**src/rtl/cfg_epoch_scheduler.sv**
```systemverilog
// Configuration commit scheduler: snapshots the register bank, waits for it to settle,
// then commits it atomically to the generator datapath, aligned to C/A code epochs while running.
module cfg_epoch_scheduler #(
   parameter int SETTLE_CLKS   = 4096,
   parameter int EPOCH_TIMEOUT = 32768
) (
   input  logic        clk_in,
   input  logic        rst_in_n,
   input  logic        epoch_in,
   input  logic        enable_in,
   input  logic [4:0]  n_sat_in,
   input  logic        noise_off_in,
   input  logic        signal_off_in,
   input  logic [15:0] ca_phase_in,
   input  logic [7:0]  doppler_in,
   input  logic [7:0]  snr_in,
   output logic [4:0]  n_sat_out,
   output logic        noise_off_out,
   output logic        signal_off_out,
   output logic [15:0] ca_phase_out,
   output logic [7:0]  doppler_out,
   output logic [7:0]  snr_out,
   output logic        gen_run_out,
   output logic        load_out,
   output logic        pending_out,
   output logic        timeout_out
);

   localparam int CW = $clog2(SETTLE_CLKS + 1);
   localparam int TW = $clog2(EPOCH_TIMEOUT);
   localparam logic [CW-1:0] SETTLE_MAX   = CW'(SETTLE_CLKS);
   localparam logic [TW-1:0] TIMEOUT_LAST = TW'(EPOCH_TIMEOUT - 1);
   // Field order: enable, n_sat, noise_off, signal_off, ca_phase, doppler, snr.
   localparam logic [39:0] RESET_SET = {1'b0, 5'd0, 1'b0, 1'b0, 16'd0, 8'hC0, 8'h00};

   typedef enum logic [1:0] {STOPPED, LOAD, RUN, WAIT_EPOCH} state_t;

   state_t        state, state_nxt;
   logic [39:0]   bank, snap, comm;
   logic [CW-1:0] settle_cnt;
   logic [TW-1:0] timer;
   logic          mismatch, stable, pending, snap_en;
   logic          commit, run_nxt, forced;

   assign bank     = {enable_in, n_sat_in, noise_off_in, signal_off_in,
                      ca_phase_in, doppler_in, snr_in};
   assign mismatch = (bank != snap);
   assign stable   = (settle_cnt == SETTLE_MAX) && !mismatch;
   assign pending  = (snap != comm);
   assign snap_en  = snap[39];

   always_ff @(posedge clk_in or negedge rst_in_n) begin
      if (!rst_in_n) begin
         snap       <= RESET_SET;
         settle_cnt <= '0;
      end else if (mismatch) begin
         snap       <= bank;
         settle_cnt <= '0;
      end else if (settle_cnt != SETTLE_MAX) begin
         settle_cnt <= settle_cnt + 1'b1;
      end
   end

   always_comb begin
      state_nxt = state;
      commit    = 1'b0;
      run_nxt   = gen_run_out;
      forced    = 1'b0;
      case (state)
         STOPPED: begin
            if (stable && pending) begin
               commit = 1'b1;
               if (snap_en) state_nxt = LOAD;
            end
         end
         LOAD: begin
            state_nxt = RUN;
            run_nxt   = 1'b1;
         end
         RUN: begin
            if (stable && pending) state_nxt = WAIT_EPOCH;
         end
         WAIT_EPOCH: begin
            // A bank write racing the epoch aborts the commit; the new value must resettle.
            if (mismatch) begin
               state_nxt = RUN;
            end else if (epoch_in || (timer == TIMEOUT_LAST)) begin
               commit = 1'b1;
               forced = !epoch_in;
               if (snap_en) begin
                  state_nxt = LOAD;
               end else begin
                  state_nxt = STOPPED;
                  run_nxt   = 1'b0;
               end
            end
         end
         default: state_nxt = STOPPED;
      endcase
   end

   always_ff @(posedge clk_in or negedge rst_in_n) begin
      if (!rst_in_n) begin
         state       <= STOPPED;
         comm        <= RESET_SET;
         gen_run_out <= 1'b0;
         timeout_out <= 1'b0;
         pending_out <= 1'b0;
         timer       <= '0;
      end else begin
         state       <= state_nxt;
         gen_run_out <= run_nxt;
         pending_out <= pending;
         if (commit) comm <= snap;
         if (forced) timeout_out <= 1'b1;
         if (state == WAIT_EPOCH) timer <= timer + 1'b1;
         else                     timer <= '0;
      end
   end

   assign load_out       = (state == LOAD);
   assign n_sat_out      = comm[38:34];
   assign noise_off_out  = comm[33];
   assign signal_off_out = comm[32];
   assign ca_phase_out   = comm[31:16];
   assign doppler_out    = comm[15:8];
   assign snr_out        = comm[7:0];

endmodule

```
**config.mk**
```make
export PLATFORM = sky130hd
export DESIGN_NAME = cfg_epoch_scheduler
export DESIGN_NICKNAME = d
export VERILOG_FILES = /design/src/rtl/cfg_epoch_scheduler.sv
export SDC_FILE = /design/constraint.sdc
export NUM_CORES = 1
export LEC_CHECK = 0
export ABC_AREA = 0
export CAP_MARGIN = 20
export CORE_MARGIN = 2
export CORE_UTILIZATION = 50
export CTS_CLUSTER_DIAMETER = 50
export CTS_CLUSTER_SIZE = 12
export DETAILED_ROUTE_END_ITERATION = 8
export PLACE_DENSITY = 0.74
export SLEW_MARGIN = 25
export SYNTH_ARGS = -nofsm -noshare
export SYNTH_HDL_FRONTEND = slang
export SYNTH_SLANG_ARGS = --single-unit
```
**constraint.sdc**
```tcl
create_clock -name clk_in -period 6.06 [get_ports clk_in]
set_input_delay 1.515 -clock clk_in [delete_from_list [all_inputs] [get_ports clk_in]]
set_output_delay 1.515 -clock clk_in [all_outputs]
set_load 0.02 [all_outputs]
```
# ---- Yosys cells after proc, flatten, opt, wreduce, memory -nomap -nowiden
# Index checks and enable logic that the tools add are counted.
dict set report classes {
  n_addsub 2
  n_mul 0
  n_div 0
  n_lt_le_gt_ge 0
  n_eq_ne 15
  shifts 0
  mux 21
  bitwise_logic 0
  reduce_logical 10
}
# cell count
set op_table {}
lappend op_table {{40-bit != test} 2}
lappend op_table {{13-bit 2-to-1 mux} 2}
lappend op_table {{15-bit by 1-bit adder with 15-bit output (second input constant)} 1}
lappend op_table {{15-bit == test (second input constant)} 1}
lappend op_table {{15-bit 2-to-1 mux} 1}
lappend op_table {{13-bit by 1-bit adder with 13-bit output (second input constant)} 1}
lappend op_table {{13-bit == test (second input constant)} 1}
lappend op_table {{13-bit != test (second input constant)} 1}
lappend op_table {{2-bit != test (second input constant)} 6}
lappend op_table {{1-bit 2-to-1 mux} 10}
lappend op_table {{2-bit 2-to-1 mux} 5}
lappend op_table {{2-bit case mux with 4 select lines} 1}
lappend op_table {{4-bit AND reduction} 2}
lappend op_table {{2-bit == test (second input constant)} 2}
lappend op_table {{1-bit case mux with 2 select lines} 2}
lappend op_table {{2-bit nonzero test} 2}
lappend op_table {{3-bit != test (second input constant)} 1}
lappend op_table {{2-bit by 1-bit == test with 1-bit output (second input constant)} 1}
lappend op_table {{1-bit logical AND} 2}
lappend op_table {{1-bit zero test} 2}
lappend op_table {{2-bit zero test} 1}
lappend op_table {{1-bit logical OR} 1}
dict set report word_totals {
  reg_bits 113
  latch_bits 0
  mem_bits_rw 0
  mem_bits_ro 0
  in_bits 43
  output_inout_bits 43
  memories 0
}

# ---- Logic depth before layout (Yosys ltp)
dict set report logic_depth {
  ltp_word 6
  depth_mapped 9
  depth_no_buf 9
}

# ---- Least setup slack after synthesis
# OpenSTA, ideal clock, no wires.
dict set report synth_timing {
  path_type {input to register}
  startpoint {input port snr_in[6]}
  endpoint {register comm[10]}
  setup_time_ns 0.125
  t_arrival_ns 3.130
  path_slack_ns 2.805
  path_stages 7
  path_cell_list {xnor2_1 nand4_1 nor4_1 nand3_1 a211oi_4 buf_6 mux2_2}
}
dict set report synth_via {
  elab_chain_len 6
  word_cells_on_any_way 7
  cone_classes {1 x eq/ne; 3 x mux; 3 x reduce/logical}
}
# item line
set synth_lines {}
lappend synth_lines {{start, declared} 16} ;# input logic [7:0] snr_in,
lappend synth_lines {{40-bit != test (*)} 47} ;# assign mismatch = (bank != snap);
lappend synth_lines {{1-bit zero test} 48} ;# assign stable = (settle_cnt == SETTLE_MAX) && !mismatch;
lappend synth_lines {{1-bit logical AND} 48}
lappend synth_lines {{1-bit logical AND} 71} ;# if (stable && pending) begin
lappend synth_lines {{1-bit 2-to-1 mux} 71}
lappend synth_lines {{1-bit case mux with 2 select lines (*)} 69} ;# case (state)
lappend synth_lines {{end signal, assigned} 114} ;# if (commit) comm <= snap;
lappend synth_lines {{end, declared} 39} ;# logic [39:0] bank, snap, comm;
# Every way passes the cells marked *; elsewhere a longest branch is shown, timed or not.
# A chain may end at the register's enable or synchronous reset.

# ---- Worst setup path after layout
dict set report layout_timing {
  startpoint {input port doppler_in[5]}
  endpoint {register comm[23]}
}
dict set report layout_via {
  elab_chain_len 6
  word_cells_on_any_way 7
  cone_classes {1 x eq/ne; 3 x mux; 3 x reduce/logical}
}
# item line
set layout_lines {}
lappend layout_lines {{start, declared} 15} ;# input logic [7:0] doppler_in,
lappend layout_lines {{40-bit != test (*)} 47}
lappend layout_lines {{1-bit zero test} 48}
lappend layout_lines {{1-bit logical AND} 48}
lappend layout_lines {{1-bit logical AND} 71}
lappend layout_lines {{1-bit 2-to-1 mux} 71}
lappend layout_lines {{1-bit case mux with 2 select lines (*)} 69}
# Marked as above.

==> impl_table.tex <==
\begin{tabular}{lr}
\hline
Metric & Value \\
\hline
\multicolumn{2}{l}{\textbf{STA}} \\
\quad Slew Limit Fails & 0 \\
\quad Transition time at the pin with the least slew margin & 733 ps \\
\quad Number of failing setup endpoints in the final timing report & 0 \\
\quad Setup TNS & 0 ps \\
\quad Part of the cycle the worst path needs & 0.716 \\
\quad Post-route clock skew & 7.14 ps \\
\quad Unrepaired setup endpoints after global routing & no \\
\quad Final worst path period need & 4340 ps \\
\quad Fmax achieved & 230 MHz \\
\quad Final hold violations & 0 \\
\quad Relative slew margins & 0.510 \\
\quad Worst-case hold slack & 473 ps \\
\multicolumn{2}{l}{\textbf{Power and ir drop}} \\
\quad IR drop worst, VDD & 203 µV \\
\quad Static leakage power & 2.87 nW \\
\quad Power per cell area & 292 nW/µm² \\
\quad Power, Total & 1.97 mW \\
\multicolumn{2}{l}{\textbf{Worst setup path}} \\
\quad Data required, critical path & 6450 ps \\
\quad Critical path class & in -> reg \\
\quad Startpoint of the worst-slack reg-to-reg timing path & snap[4]\$\_DFFE\_PN0N\_ \\
\quad Length in cells of the worst reg-to-reg path & 7 \\
\quad Setup slack of the worst register-to-register path & 2790 ps \\
\quad Category of the worst setup path launch point & primary input \\
\quad Reg2reg end & comm[23]\$\_DFFE\_PN0P\_ \\
\quad Arrival time at the worst endpoint & 4730 ps \\
\quad Worst Path Max Fanout & 40 \\
\quad Category of the worst setup path capture point & flop \\
\multicolumn{2}{l}{\textbf{CTS}} \\
\quad Clock buffers created by TritonCTS & 17 \\
\quad Deepest level of the CTS H-tree & 4 \\
\quad Buffers inserted during post-CTS setup optimization & 0 \\
\quad TritonCTS clock tree & done \\
\quad Number of gates resized after cts & 0 \\
\quad Hold\_buf cts & 0 \\
\quad TritonCTS Sinks & 113 \\
\quad Root buffer cell & sky130\_fd\_sc\_hd\_\_clkbuf\_8 \\
\quad CTS clock-pin slew for the worst setup and hold paths & 60 ps \\
\quad Maximum clock insertion buffer count & 2 \\
\quad Clock insertion delay at the later pin of the skew report & 510 ps \\
\multicolumn{2}{l}{\textbf{Global route}} \\
\quad Total congestion overflow after global routing & 0 \\
\quad First-pass GRT wire length & 18200 µm \\
\quad Largest net degree at the start of global routing & 78 \\
\quad Antenna violations before repair & 0 \\
\quad All-layer global routing usage & 0.207 \\
\quad Vias in the first global route & 3567 \\
\multicolumn{2}{l}{\textbf{Worst hold path}} \\
\quad Worst hold path depth & 1 \\
\quad Hold Crit Start & timeout\_out\$\_DFFE\_PN0P\_ \\
\quad Hold EP & timeout\_out\$\_DFFE\_PN0P\_ \\
\quad Classification of the worst-slack hold path & reg -> reg \\
\multicolumn{2}{l}{\textbf{Placement}} \\
\quad Area post-placement & 6070 µm² \\
\quad Total half-perimeter wirelength after legalization and detailed placement & 7650 µm \\
\quad Final weighted congestion in routability-driven placement & 0.770 \\
\quad Port Buf Inserts & 85 \\
\multicolumn{2}{l}{\textbf{Detailed routing}} \\
\quad DRC violation count after routing & 0 \\
\quad Via count & 3335 \\
\quad Detail-routed via count per cell & 5.12 \\
\quad Number of DRC violations after detailed-routing iteration 0 & 223 \\
\quad Detail-routed net length per standard cell & 16.9 µm \\
\quad Detailed Route WL & 11000 µm \\
\quad TritonRoute pass-1 iters & 4 \\
\quad Number of nets still failing antenna checks after routing & 0 \\
\multicolumn{2}{l}{\textbf{Synthesis}} \\
\quad Number of distinct library cells after synthesis & 37 \\
\quad Compound-gate portion of the synthesized area & 0.0231 \\
\quad Summed instance area of the synthesized netlist & 5510 µm² \\
\quad Synth Warn \# & 0 \\
\quad Syn Inst Count & 476 \\
\quad Combinational family with the most area after synthesis & XOR/XNOR gates \\
\quad Xor and xnor area share after synthesis & 0.162 \\
\quad Post-Syn Area per Cell & 11.6 µm² \\
\quad Mux share of post-synthesis cell area & 0.0837 \\
\quad Post-synth net total & 527 \\
\quad Flops \& latches, synth & 113 \\
\quad Proportion of synthesized chip area in sequential cells & 0.514 \\
\quad Basic-gate share of the synthesized area counting and, or, nand and nor cells & 0.107 \\
\quad Adder and majority gate portion of the synthesized area & 0.0182 \\
\multicolumn{2}{l}{\textbf{Layout}} \\
\quad Layout net count & 549 \\
\quad Commonest non-fill, non-tap cell in the layout & sky130\_fd\_sc\_hd\_\_dfrtp\_1 \\
\quad Total inserted antenna cells & 0 \\
\quad Count of filler cells inserted in the layout & 858 \\
\quad Fraction of final layout cells with drive strength greater than 1 & 0.139 \\
\quad Most frequent cells in the layout & sky130\_fd\_sc\_hd\_\_dfrtp\_1 (109), sky130\_fd\_sc\_hd\_\_clkdlybuf4s50\_1 (84), sky130\_fd\_sc\_hd\_\_xnor2\_1 (81) \\
\quad Layout-stage area growth over the synthesis result & 21.9\% \\
\quad Summed area of non-filler cells in the final layout & 6720 µm² \\
\quad Share of the core filled with cells in the final layout & 0.623 \\
\multicolumn{2}{l}{\textbf{Die}} \\
\quad Overall die area & 11900 µm² \\
\quad Ports placed on the boundary & 86 \\
\quad Die span in y & 109 µm \\
\quad Starting density of the core & 0.511 \\
\quad Die width & 109 µm \\
\quad Number of standard-cell rows in the floorplan & 38 \\
\quad Standard cell core area & 10800 µm² \\
\multicolumn{2}{l}{\textbf{Job}} \\
\quad Number of violations of the max-capacitance limit & 0 \\
\multicolumn{2}{l}{\textbf{Run status}} \\
\quad Result of the run & finished, final reports clean \\
\hline
\end{tabular}
critical path, cell delays in order:
cell and delay, ps:
sky130_fd_sc_hd__clkdlybuf4s50_1 500, sky130_fd_sc_hd__xnor2_1 130, sky130_fd_sc_hd__nand4_1 140, sky130_fd_sc_hd__nor4_1 480
sky130_fd_sc_hd__nand3_1 640, sky130_fd_sc_hd__a211oi_4 370, sky130_fd_sc_hd__buf_4 520, sky130_fd_sc_hd__mux2_2 420
worst max-delay path by stage:
stage                              from                    to  cells past startpoint
final                     doppler_in[5]  comm[23]$_DFFE_PN0P_                      8
after global routing          snr_in[4]  comm[23]$_DFFE_PN0P_                      8
after CTS                 doppler_in[5]  comm[23]$_DFFE_PN0P_                      8
after detailed placement  doppler_in[5]  comm[16]$_DFFE_PN0P_                      8
after global placement    doppler_in[5]  comm[31]$_DFFE_PN0P_                      8
after floorplan               snr_in[6]  comm[10]$_DFFE_PN0P_                      7
layout make-up:
class / instances / area (µm²) / share of cell area
sequential: 113 / 2830 / 0.421
inverter: 7 / 26.3 / 0.00391
clock buffer: 21 / 449 / 0.0668
multi-input combinational: 272 / 2170 / 0.323
timing repair buffer: 87 / 867 / 0.129
tap: 140 / 175 / 0.0261
clock inverter: 11 / 201 / 0.0300
sequential cells by signal (all words and copies together), names as in the netlist:
signal	cells
comm	40
gen_run_out	1
pending_out	1
settle_cnt	13
snap	40
state	2
timeout_out	1
timer	15
cell families after synthesis:
family	after synthesis
flops	113
compound gates	18
simple gates	103
mux	41
xor+xnor	102
buf+inv	91
fa+ha+maj	8
cell usage after synthesis:
| cell type | instances | area, µm² |
|---|---|---|
| sky130_fd_sc_hd__nor4b_1 | 2 | 17.5 |
| sky130_fd_sc_hd__or3_1 | 2 | 12.5 |
| sky130_fd_sc_hd__and3_1 | 5 | 31.3 |
| sky130_fd_sc_hd__o21a_1 | 1 | 7.51 |
| sky130_fd_sc_hd__dfrtp_1 | 109 | 2730 |
| sky130_fd_sc_hd__ha_1 | 8 | 100 |
| sky130_fd_sc_hd__o31ai_1 | 1 | 7.51 |
| sky130_fd_sc_hd__nor4_4 | 1 | 21.3 |
| sky130_fd_sc_hd__buf_4 | 37 | 278 |
| sky130_fd_sc_hd__a41o_1 | 1 | 10.0 |
| sky130_fd_sc_hd__xor2_1 | 21 | 184 |
| sky130_fd_sc_hd__nand2_1 | 11 | 41.3 |
| sky130_fd_sc_hd__nand2b_1 | 1 | 6.26 |
| sky130_fd_sc_hd__and2_1 | 15 | 93.8 |
| sky130_fd_sc_hd__a211oi_1 | 1 | 7.51 |
| sky130_fd_sc_hd__a31oi_1 | 2 | 12.5 |
| sky130_fd_sc_hd__mux2_2 | 29 | 327 |
| sky130_fd_sc_hd__a41oi_1 | 1 | 8.76 |
| sky130_fd_sc_hd__a211oi_4 | 1 | 20.0 |
| sky130_fd_sc_hd__nor2b_1 | 1 | 6.26 |
| sky130_fd_sc_hd__a31o_2 | 1 | 8.76 |
| sky130_fd_sc_hd__nand3_2 | 1 | 10.0 |
| sky130_fd_sc_hd__a21oi_1 | 7 | 35.0 |
| sky130_fd_sc_hd__mux2_1 | 12 | 135 |
| sky130_fd_sc_hd__and4_1 | 1 | 8.76 |
| sky130_fd_sc_hd__xnor2_1 | 81 | 709 |
| sky130_fd_sc_hd__nor4_1 | 7 | 43.8 |
| sky130_fd_sc_hd__buf_6 | 4 | 45.0 |
| sky130_fd_sc_hd__nor2_1 | 18 | 67.6 |
| sky130_fd_sc_hd__dfstp_2 | 4 | 105 |
| sky130_fd_sc_hd__o21ai_0 | 2 | 10.0 |
| sky130_fd_sc_hd__nand4_1 | 23 | 144 |
| sky130_fd_sc_hd__clkbuf_1 | 43 | 161 |
| sky130_fd_sc_hd__nand3_1 | 12 | 60.1 |
| sky130_fd_sc_hd__nor3_1 | 2 | 10.0 |
| sky130_fd_sc_hd__nand2b_4 | 1 | 13.8 |
| sky130_fd_sc_hd__inv_1 | 7 | 26.3 |
power by group:
part	total (mW)	internal (mW)	leakage, nW	switching, mW
sequential	0.785	0.769	1.47	0.0159
combinational	0.0944	0.0521	1.09	0.0424
clock	1.09	0.736	0.313	0.351
total	1.97	1.56	2.87	0.409
metal layers:
layer,global-route usage,part of all wire
met3,0.0711,0.059
met5,0,0
met2,0.335,0.50
met1,0.268,0.44
met4,0.0540,0.0085
metrics by stage:
| step | cells | setup slack (ps) |
|---|---|---|
| after floorplan | 476 | 2810 |
| after global placement | 619 | 1300 |
| final | 651 | 1720 |
| after detailed placement | 619 | 1230 |
| after global routing | 651 | 1480 |
| after CTS | 651 | 1760 |
Power figures use the tool's default switching activity.
